==> config.mk <==
export PLATFORM = sky130hd
export DESIGN_NAME = riscv_hazard_ctrl_flat
export DESIGN_NICKNAME = d
export VERILOG_FILES = /design/src/rtl/riscv_hazard_ctrl_if.sv /design/src/rtl/riscv_hazard_ctrl.sv /design/src/flat_wrapper.sv
export SDC_FILE = /design/constraint.sdc
export NUM_CORES = 1
export LEC_CHECK = 0
export CORE_MARGIN = 10
export CORE_UTILIZATION = 38
export CTS_CLUSTER_DIAMETER = 50
export DETAILED_ROUTE_END_ITERATION = 6
export GPL_TIMING_DRIVEN = 0
export PLACE_DENSITY = 0.88
export SETUP_SLACK_MARGIN = 0.5
export SYNTH_ARGS = -nofsm -noshare
export SYNTH_HDL_FRONTEND = slang
export SYNTH_SLANG_ARGS = --single-unit
export TNS_END_PERCENT = 10
==> constraint.sdc <==
create_clock -name clk -period 2.05 [get_ports clk]
set_input_delay 0.205 -clock clk [delete_from_list [all_inputs] [get_ports clk]]
set_output_delay 0.205 -clock clk [all_outputs]
set_load 0.02 [all_outputs]
==> src/rtl/riscv_hazard_ctrl_if.sv <==
// Pipeline <-> hazard controller bundle: ID operand/destination info in, stall/flush/forwarding controls out.
interface riscv_hazard_ctrl_if #(
    parameter int unsigned NREG = 32
);
    localparam int unsigned AW = $clog2(NREG);

    logic          freeze;
    logic          id_valid;
    logic [AW-1:0] id_rs1;
    logic [AW-1:0] id_rs2;
    logic          id_use_rs1;
    logic          id_use_rs2;
    logic [AW-1:0] id_rd;
    logic          id_reg_write;
    logic          id_mem_read;
    logic          ex_redirect;

    logic          pc_hold;
    logic          ifid_hold;
    logic          idex_bubble;
    logic          ifid_flush;
    logic          idex_flush;
    logic [1:0]    fwd_a;
    logic [1:0]    fwd_b;
    logic [31:0]   stall_cnt;
    logic [31:0]   flush_cnt;

    modport master (
        output freeze, id_valid, id_rs1, id_rs2, id_use_rs1, id_use_rs2,
               id_rd, id_reg_write, id_mem_read, ex_redirect,
        input  pc_hold, ifid_hold, idex_bubble, ifid_flush, idex_flush,
               fwd_a, fwd_b, stall_cnt, flush_cnt
    );

    modport slave (
        input  freeze, id_valid, id_rs1, id_rs2, id_use_rs1, id_use_rs2,
               id_rd, id_reg_write, id_mem_read, ex_redirect,
        output pc_hold, ifid_hold, idex_bubble, ifid_flush, idex_flush,
               fwd_a, fwd_b, stall_cnt, flush_cnt
    );
endinterface

==> src/rtl/riscv_hazard_ctrl.sv <==
// Hazard/forwarding controller for a 5-stage pipeline using a shadow EX/MEM/WB destination pipe.
// Optional stall/flush performance counters are enabled with `define HAZ_PERF_EN.
module riscv_hazard_ctrl #(
    parameter int unsigned NREG          = 32,
    parameter bit          RF_WRITE_THRU = 1'b0
) (
    input  logic                clk,
    input  logic                reset,
    riscv_hazard_ctrl_if.slave  hz
);
    localparam int unsigned AW    = $clog2(NREG);
    localparam int unsigned CNT_W = 32;

    typedef struct packed {
        logic          v;
        logic [AW-1:0] rd;
        logic          wr;
        logic          ld;
    } shadow_t;

    typedef enum logic [1:0] {
        FWD_RF  = 2'b00,
        FWD_MEM = 2'b01,
        FWD_WB  = 2'b10
    } fwd_e;

    typedef enum logic [1:0] {
        MODE_RUN,
        MODE_FREEZE,
        MODE_FLUSH,
        MODE_STALL
    } mode_e;

    shadow_t ex_q, mem_q, wb_q;
    shadow_t ex_d, mem_d, wb_d;
    fwd_e    fwd_a_q, fwd_b_q, fwd_a_d, fwd_b_d;
    mode_e   mode_c;

    logic m1_ex_c, m2_ex_c, m1_mem_c, m2_mem_c, m1_wb_c, m2_wb_c;
    logic load_use_c, wb_hazard_c, stall_c;
    logic pc_hold_c, ifid_hold_c, idex_bubble_c, ifid_flush_c, idex_flush_c;

    function automatic logic is_prod(input shadow_t e);
        return e.v & e.wr & (e.rd != '0);
    endfunction

    function automatic fwd_e sel_fwd(input logic ex_hit, input logic mem_hit);
        if (ex_hit)       return FWD_MEM;
        else if (mem_hit) return FWD_WB;
        else              return FWD_RF;
    endfunction

    // Operand matches against each shadow stage
    assign m1_ex_c  = hz.id_valid & hz.id_use_rs1 & is_prod(ex_q)  & (ex_q.rd  == hz.id_rs1);
    assign m2_ex_c  = hz.id_valid & hz.id_use_rs2 & is_prod(ex_q)  & (ex_q.rd  == hz.id_rs2);
    assign m1_mem_c = hz.id_valid & hz.id_use_rs1 & is_prod(mem_q) & (mem_q.rd == hz.id_rs1);
    assign m2_mem_c = hz.id_valid & hz.id_use_rs2 & is_prod(mem_q) & (mem_q.rd == hz.id_rs2);
    assign m1_wb_c  = hz.id_valid & hz.id_use_rs1 & is_prod(wb_q)  & (wb_q.rd  == hz.id_rs1);
    assign m2_wb_c  = hz.id_valid & hz.id_use_rs2 & is_prod(wb_q)  & (wb_q.rd  == hz.id_rs2);

    assign load_use_c = ex_q.ld & (m1_ex_c | m2_ex_c);

    // WB producer is invisible to forwarding; stall unless the reg file writes through
    always_comb begin
        wb_hazard_c = 1'b0;
        if (!RF_WRITE_THRU) begin
            wb_hazard_c = (m1_wb_c & ~m1_ex_c & ~m1_mem_c) |
                          (m2_wb_c & ~m2_ex_c & ~m2_mem_c);
        end
    end

    assign stall_c = load_use_c | wb_hazard_c;

    always_comb begin
        mode_c = MODE_RUN;
        if (hz.freeze)           mode_c = MODE_FREEZE;
        else if (hz.ex_redirect) mode_c = MODE_FLUSH;
        else if (stall_c)        mode_c = MODE_STALL;
    end

    always_comb begin
        pc_hold_c     = 1'b0;
        ifid_hold_c   = 1'b0;
        idex_bubble_c = 1'b0;
        ifid_flush_c  = 1'b0;
        idex_flush_c  = 1'b0;
        if (reset) begin
            case (mode_c)
                MODE_FREEZE: begin
                    pc_hold_c   = 1'b1;
                    ifid_hold_c = 1'b1;
                end
                MODE_FLUSH: begin
                    ifid_flush_c = 1'b1;
                    idex_flush_c = 1'b1;
                end
                MODE_STALL: begin
                    pc_hold_c     = 1'b1;
                    ifid_hold_c   = 1'b1;
                    idex_bubble_c = 1'b1;
                end
                default: ;
            endcase
        end
    end

    // Shadow pipe and forwarding selects advance with the ID->EX register
    always_comb begin
        ex_d    = ex_q;
        mem_d   = mem_q;
        wb_d    = wb_q;
        fwd_a_d = fwd_a_q;
        fwd_b_d = fwd_b_q;
        if (mode_c != MODE_FREEZE) begin
            ex_d    = '0;
            mem_d   = ex_q;
            wb_d    = mem_q;
            fwd_a_d = FWD_RF;
            fwd_b_d = FWD_RF;
            if (mode_c == MODE_RUN) begin
                ex_d.v  = hz.id_valid;
                ex_d.rd = hz.id_rd;
                ex_d.wr = hz.id_reg_write;
                ex_d.ld = hz.id_mem_read;
                fwd_a_d = sel_fwd(m1_ex_c & ~ex_q.ld, m1_mem_c);
                fwd_b_d = sel_fwd(m2_ex_c & ~ex_q.ld, m2_mem_c);
            end
        end
    end

    always_ff @(posedge clk or negedge reset) begin
        if (!reset) begin
            ex_q    <= '0;
            mem_q   <= '0;
            wb_q    <= '0;
            fwd_a_q <= FWD_RF;
            fwd_b_q <= FWD_RF;
        end else begin
            ex_q    <= ex_d;
            mem_q   <= mem_d;
            wb_q    <= wb_d;
            fwd_a_q <= fwd_a_d;
            fwd_b_q <= fwd_b_d;
        end
    end

    assign hz.pc_hold     = pc_hold_c;
    assign hz.ifid_hold   = ifid_hold_c;
    assign hz.idex_bubble = idex_bubble_c;
    assign hz.ifid_flush  = ifid_flush_c;
    assign hz.idex_flush  = idex_flush_c;
    assign hz.fwd_a       = fwd_a_q;
    assign hz.fwd_b       = fwd_b_q;

`ifdef HAZ_PERF_EN
    logic [CNT_W-1:0] stall_cnt_q, flush_cnt_q;

    // Saturating event counters; frozen cycles never count
    always_ff @(posedge clk or negedge reset) begin
        if (!reset) begin
            stall_cnt_q <= '0;
            flush_cnt_q <= '0;
        end else begin
            if ((mode_c == MODE_STALL) && (stall_cnt_q != '1))
                stall_cnt_q <= stall_cnt_q + CNT_W'(1);
            if ((mode_c == MODE_FLUSH) && (flush_cnt_q != '1))
                flush_cnt_q <= flush_cnt_q + CNT_W'(1);
        end
    end

    assign hz.stall_cnt = stall_cnt_q;
    assign hz.flush_cnt = flush_cnt_q;
`else
    assign hz.stall_cnt = CNT_W'(0);
    assign hz.flush_cnt = CNT_W'(0);
`endif

endmodule
==> src/flat_wrapper.sv <==
// flat-port wrapper written by rule: the top's interface ports become plain ports
module riscv_hazard_ctrl_flat 
#(
    parameter int unsigned NREG          = 32,
    parameter bit          RF_WRITE_THRU = 1'b0
)
  (clk, reset, hz_freeze, hz_id_valid, hz_id_rs1, hz_id_rs2, hz_id_use_rs1, hz_id_use_rs2, hz_id_rd, hz_id_reg_write, hz_id_mem_read, hz_ex_redirect, hz_pc_hold, hz_ifid_hold, hz_idex_bubble, hz_ifid_flush, hz_idex_flush, hz_fwd_a, hz_fwd_b, hz_stall_cnt, hz_flush_cnt);
  riscv_hazard_ctrl_if #(.NREG(NREG)) hz_i ();
  input  logic clk;
  input  logic reset;
  input wire logic [$bits(hz_i.freeze)-1:0] hz_freeze;
  input wire logic [$bits(hz_i.id_valid)-1:0] hz_id_valid;
  input wire logic [$bits(hz_i.id_rs1)-1:0] hz_id_rs1;
  input wire logic [$bits(hz_i.id_rs2)-1:0] hz_id_rs2;
  input wire logic [$bits(hz_i.id_use_rs1)-1:0] hz_id_use_rs1;
  input wire logic [$bits(hz_i.id_use_rs2)-1:0] hz_id_use_rs2;
  input wire logic [$bits(hz_i.id_rd)-1:0] hz_id_rd;
  input wire logic [$bits(hz_i.id_reg_write)-1:0] hz_id_reg_write;
  input wire logic [$bits(hz_i.id_mem_read)-1:0] hz_id_mem_read;
  input wire logic [$bits(hz_i.ex_redirect)-1:0] hz_ex_redirect;
  output wire logic [$bits(hz_i.pc_hold)-1:0] hz_pc_hold;
  output wire logic [$bits(hz_i.ifid_hold)-1:0] hz_ifid_hold;
  output wire logic [$bits(hz_i.idex_bubble)-1:0] hz_idex_bubble;
  output wire logic [$bits(hz_i.ifid_flush)-1:0] hz_ifid_flush;
  output wire logic [$bits(hz_i.idex_flush)-1:0] hz_idex_flush;
  output wire logic [$bits(hz_i.fwd_a)-1:0] hz_fwd_a;
  output wire logic [$bits(hz_i.fwd_b)-1:0] hz_fwd_b;
  output wire logic [$bits(hz_i.stall_cnt)-1:0] hz_stall_cnt;
  output wire logic [$bits(hz_i.flush_cnt)-1:0] hz_flush_cnt;
  assign hz_i.freeze = hz_freeze;
  assign hz_i.id_valid = hz_id_valid;
  assign hz_i.id_rs1 = hz_id_rs1;
  assign hz_i.id_rs2 = hz_id_rs2;
  assign hz_i.id_use_rs1 = hz_id_use_rs1;
  assign hz_i.id_use_rs2 = hz_id_use_rs2;
  assign hz_i.id_rd = hz_id_rd;
  assign hz_i.id_reg_write = hz_id_reg_write;
  assign hz_i.id_mem_read = hz_id_mem_read;
  assign hz_i.ex_redirect = hz_ex_redirect;
  assign hz_pc_hold = hz_i.pc_hold;
  assign hz_ifid_hold = hz_i.ifid_hold;
  assign hz_idex_bubble = hz_i.idex_bubble;
  assign hz_ifid_flush = hz_i.ifid_flush;
  assign hz_idex_flush = hz_i.idex_flush;
  assign hz_fwd_a = hz_i.fwd_a;
  assign hz_fwd_b = hz_i.fwd_b;
  assign hz_stall_cnt = hz_i.stall_cnt;
  assign hz_flush_cnt = hz_i.flush_cnt;
  riscv_hazard_ctrl #(.NREG(NREG), .RF_WRITE_THRU(RF_WRITE_THRU)) u_core (.clk(clk), .reset(reset), .hz(hz_i));
endmodule
==> metrics.md <==
| Metric | Value |
|---|---|
| H-tree Lvls | 1 |
| Clock sinks | 26 |
| Worst setup path endpoint | hz_pc_hold |
| Clk Latency, worst-skew pair | 0.29 ns |
| Synth-to-layout area growth | 48.1% |
| Hold Fails Final Rpt | 0 |
| Avg Vias per Cell | 4.41 |
| Synth Warn # | 0 |
| Pwr per Cell Area | 486 nW/um^2 |
| Leak | 0.00159 uW |
| Final worst slack | -0.648 ns |
| Share of flip-flops with an asynchronous set or reset | 100% |
| Peak VDD IR | 250 uV |
| Die width | 95.7 um |
| Critical path endpoint category | primary output |
| FF+latch count, synth | 26 |
| Mapped Cells | 222 |
| Pre-Repair DR Iteration Count | 4 |
| CP peak stage delay | 0.54 ns |
| Max Freq | 371 MHz |
| Hold_ws | 0.339 ns |
| Fraction of layout cells with a size suffix above 1 | 43.1% |
| Post-synth EDFFs | 0 |
| Final Util | 58.2% |
| Reg2reg start | u_core.ex_q[4]$_DFFE_PN0P_ |
| CTS tree | done |
| Hpwl dp | 4.54 mm |
| FP Rows | 27 |
| Fin crit share | 132% |
| Antenna-violating nets left | 0 |
| Die ar. | 9150 um^2 |
| WP data required | 1.85 ns |
| Worst Path Max Fanout | 4 |
| Worst Skew | 0.0110 ns |
| Setup_tns | -2.40 ns |
| Syn Std Cell Area | 2180 um^2 |
| Multi-input gate area | 1330 um^2 |
| WL final | 6.21 mm |
| PortBufs | 32 |
| Relative slew margins | 64.9% |
| Failing checks | negative setup slack |
| Leading cell type in the layout, fill and taps excluded | buf_4 |
| Drt initial violations | 80 |
| DRC Markers | 0 |
| Most frequent cells in the layout | buf_4, conb_1, clkdlybuf4s50_1 |
| GR Util All Layers | 13.4% |
| Area leader, netlist | dfrtp_1 |
| Largest net degree at the start of global routing | 27 |
| Initial Utilization | 39.3% |
| Io pins | 97 |
| Reg-to-Reg End | u_core.hz.fwd_a[1]$_DFFE_PN0P_ |
| Finish-stage setup viols | 15 |
| Worst Hold Class | input pin to flop |
| WHS Path Cells | 3 |
| CTS root buffer | clkbuf_8 |
| Seq/Total Area, Yosys | 29.9% |
| Cell family with most CP delay | compound AO/OA/AOI/OAI gates |
| Sequential cell area | 659 um^2 |
| Die height | 95.7 um |
| Core ar. | 5540 um^2 |
| R2R depth | 7 |
| Post-synth cell types | 35 |
| Max-cap violations | 0 |
| Crit-path slowest cell | or4_4 |
| Vias in the first global route | 1930 |
| Antenna diode count | 0 |
| Top-area cell type share of the netlist area | 29.9% |
| Antenna violations before repair | 0 |
| Wire length per cell | 14.8 um |
| Status | complete, but fails checks |
| Clk buf depth | 2 |
| Total CTS buffers | 3 |
| Main synth FF type | dfrtp_1 |
| Hold Crit Start | hz_freeze |
| R2r setup slk | -0.10 ns |
| Final Critical Period | 2.70 ns |
| CTS clk-pin slew, worst paths | 0.10 ns |
| Worst-path cell chain | or4_4 > o211ai_4 > nor4_4 > o21a_1 > o41a_1 > buf_6 > buf_6 |
| Vias | 1842 |
| Global placement routability congestion | 0.932 |
| Setup crit start | u_core.ex_q[4]$_DFFE_PN0P_ |
| Crit path top cell by count | buf_6 |
| WP depth | 7 |
| Total gr overflow | 0 |
| CP arrival | 2.49 ns |
| Type of origin of the critical path | flop |
| RSZ-0062 raised after global routing | true |
| Synthesized area per cell | 9.80 um^2 |
| Nets | 371 |
| Top post-synthesis cells by area | dfrtp_1, buf_4, xnor2_1 |
| CP Buf/Inv Count | 2 |
| Critical path class | flop to primary output |
| Fillers | 497 |
| Pins Over Slew Limit | 0 |
| Slew @ Worst Pin | 0.527 ns |
| First-pass GRT wire length | 9.76 mm |
## power breakdown
group          internal [uW]  total, uW  switching [uW]
combinational            303        591             288
sequential               562        624            62.3
clock                    173        352             179
total                   1040       1570             530
## routing by layer
layer  up-vias  wire [um]  global-route usage (%)
li1        900          -                       -
met1       838       2360                    15.3
met2        94       3020                    22.0
met3        10        723                    5.73
met4         0        106                    4.30
met5         -          0                       0
## worst min path at each step
stage,endpoint,slack [ns]
after floorplan,u_core.ex_q[0]$_DFFE_PN0P_,-0.09
after global placement,u_core.hz.fwd_a[0]$_DFFE_PN0P_,0.47
after detailed placement,u_core.hz.fwd_a[0]$_DFFE_PN0P_,0.48
after CTS,u_core.wb_q[3]$_DFFE_PN0P_,0.47
after global routing,u_core.hz.fwd_b[1]$_DFFE_PN0P_,0.36
final,u_core.hz.fwd_b[1]$_DFFE_PN0P_,0.34
## sequential cells by signal, indices dropped and copies added, names as in the netlist
name             cells
u_core.hz.fwd_a      2
u_core.hz.fwd_b      2
u_core.wb_q          7
u_core.ex_q          8
u_core.mem_q         7
## repair_timing
action | in CTS | in global routing
buffers inserted | 21 | 2
pin swaps | 12 | 8
setup endpoints to repair | 17 | 23
gates resized for setup | 43 | 15
hold buffers | 2 | 0
hold endpoints to repair | 26 | 0
## through the flow
step                      worst slack, ns  instances  total power, uW  cell area [um^2]
final                              -0.648        418             1570              3220
after global routing               -0.736        418             1650              3220
after CTS                          -0.635        416             1530              3140
after detailed placement            -1.20        389             1110              2830
after global placement              -1.11        389             1100              2830
after floorplan                    -0.247        285              988              2420
## Yosys cell counts, drive strengths merged, types with 2 or more instances
| master | instances |
|---|---|
| a2111o | 2 |
| and3 | 8 |
| buf | 72 |
| dfrtp | 26 |
| inv | 4 |
| mux2 | 14 |
| nand2 | 14 |
| nand4 | 7 |
| nor3 | 2 |
| nor4 | 3 |
| o211ai | 3 |
| o31ai | 17 |
| o41ai | 2 |
| or4 | 6 |
| xnor2 | 24 |
| xor2 | 6 |
## layout make-up
type / instances / share of cell area, %
tap: 72 / 2.80
sequential: 26 / 20.5
buffer: 73 / 17.4
multi-input combinational: 182 / 41.1
inverter: 4 / 0.466
timing repair buffer: 57 / 16.0
clock buffer: 4 / 1.71
## kinds of logic (layout without fill, tap and decap cells)
family                 count (synthesis)  count (layout)  synth area share (%)
flip-flops                            26              26                  29.9
AND/OR/NAND/NOR                       44              44                  12.4
XOR/XNOR                              30              30                  12.1
buffers and inverters                 77             138                  25.5
multiplexers                          14              14                  7.25
other                                  1              64                 0.172
AO/OA/AOI/OAI                         30              30                  12.7
## tightest hold or removal path, cell delays in order
cell and delay (ns):
dlymetal6s2s_1 0.17, a2111o_1 0.15, o31ai_2 0.06
Note: power is estimated with default switching activity, not from simulation.
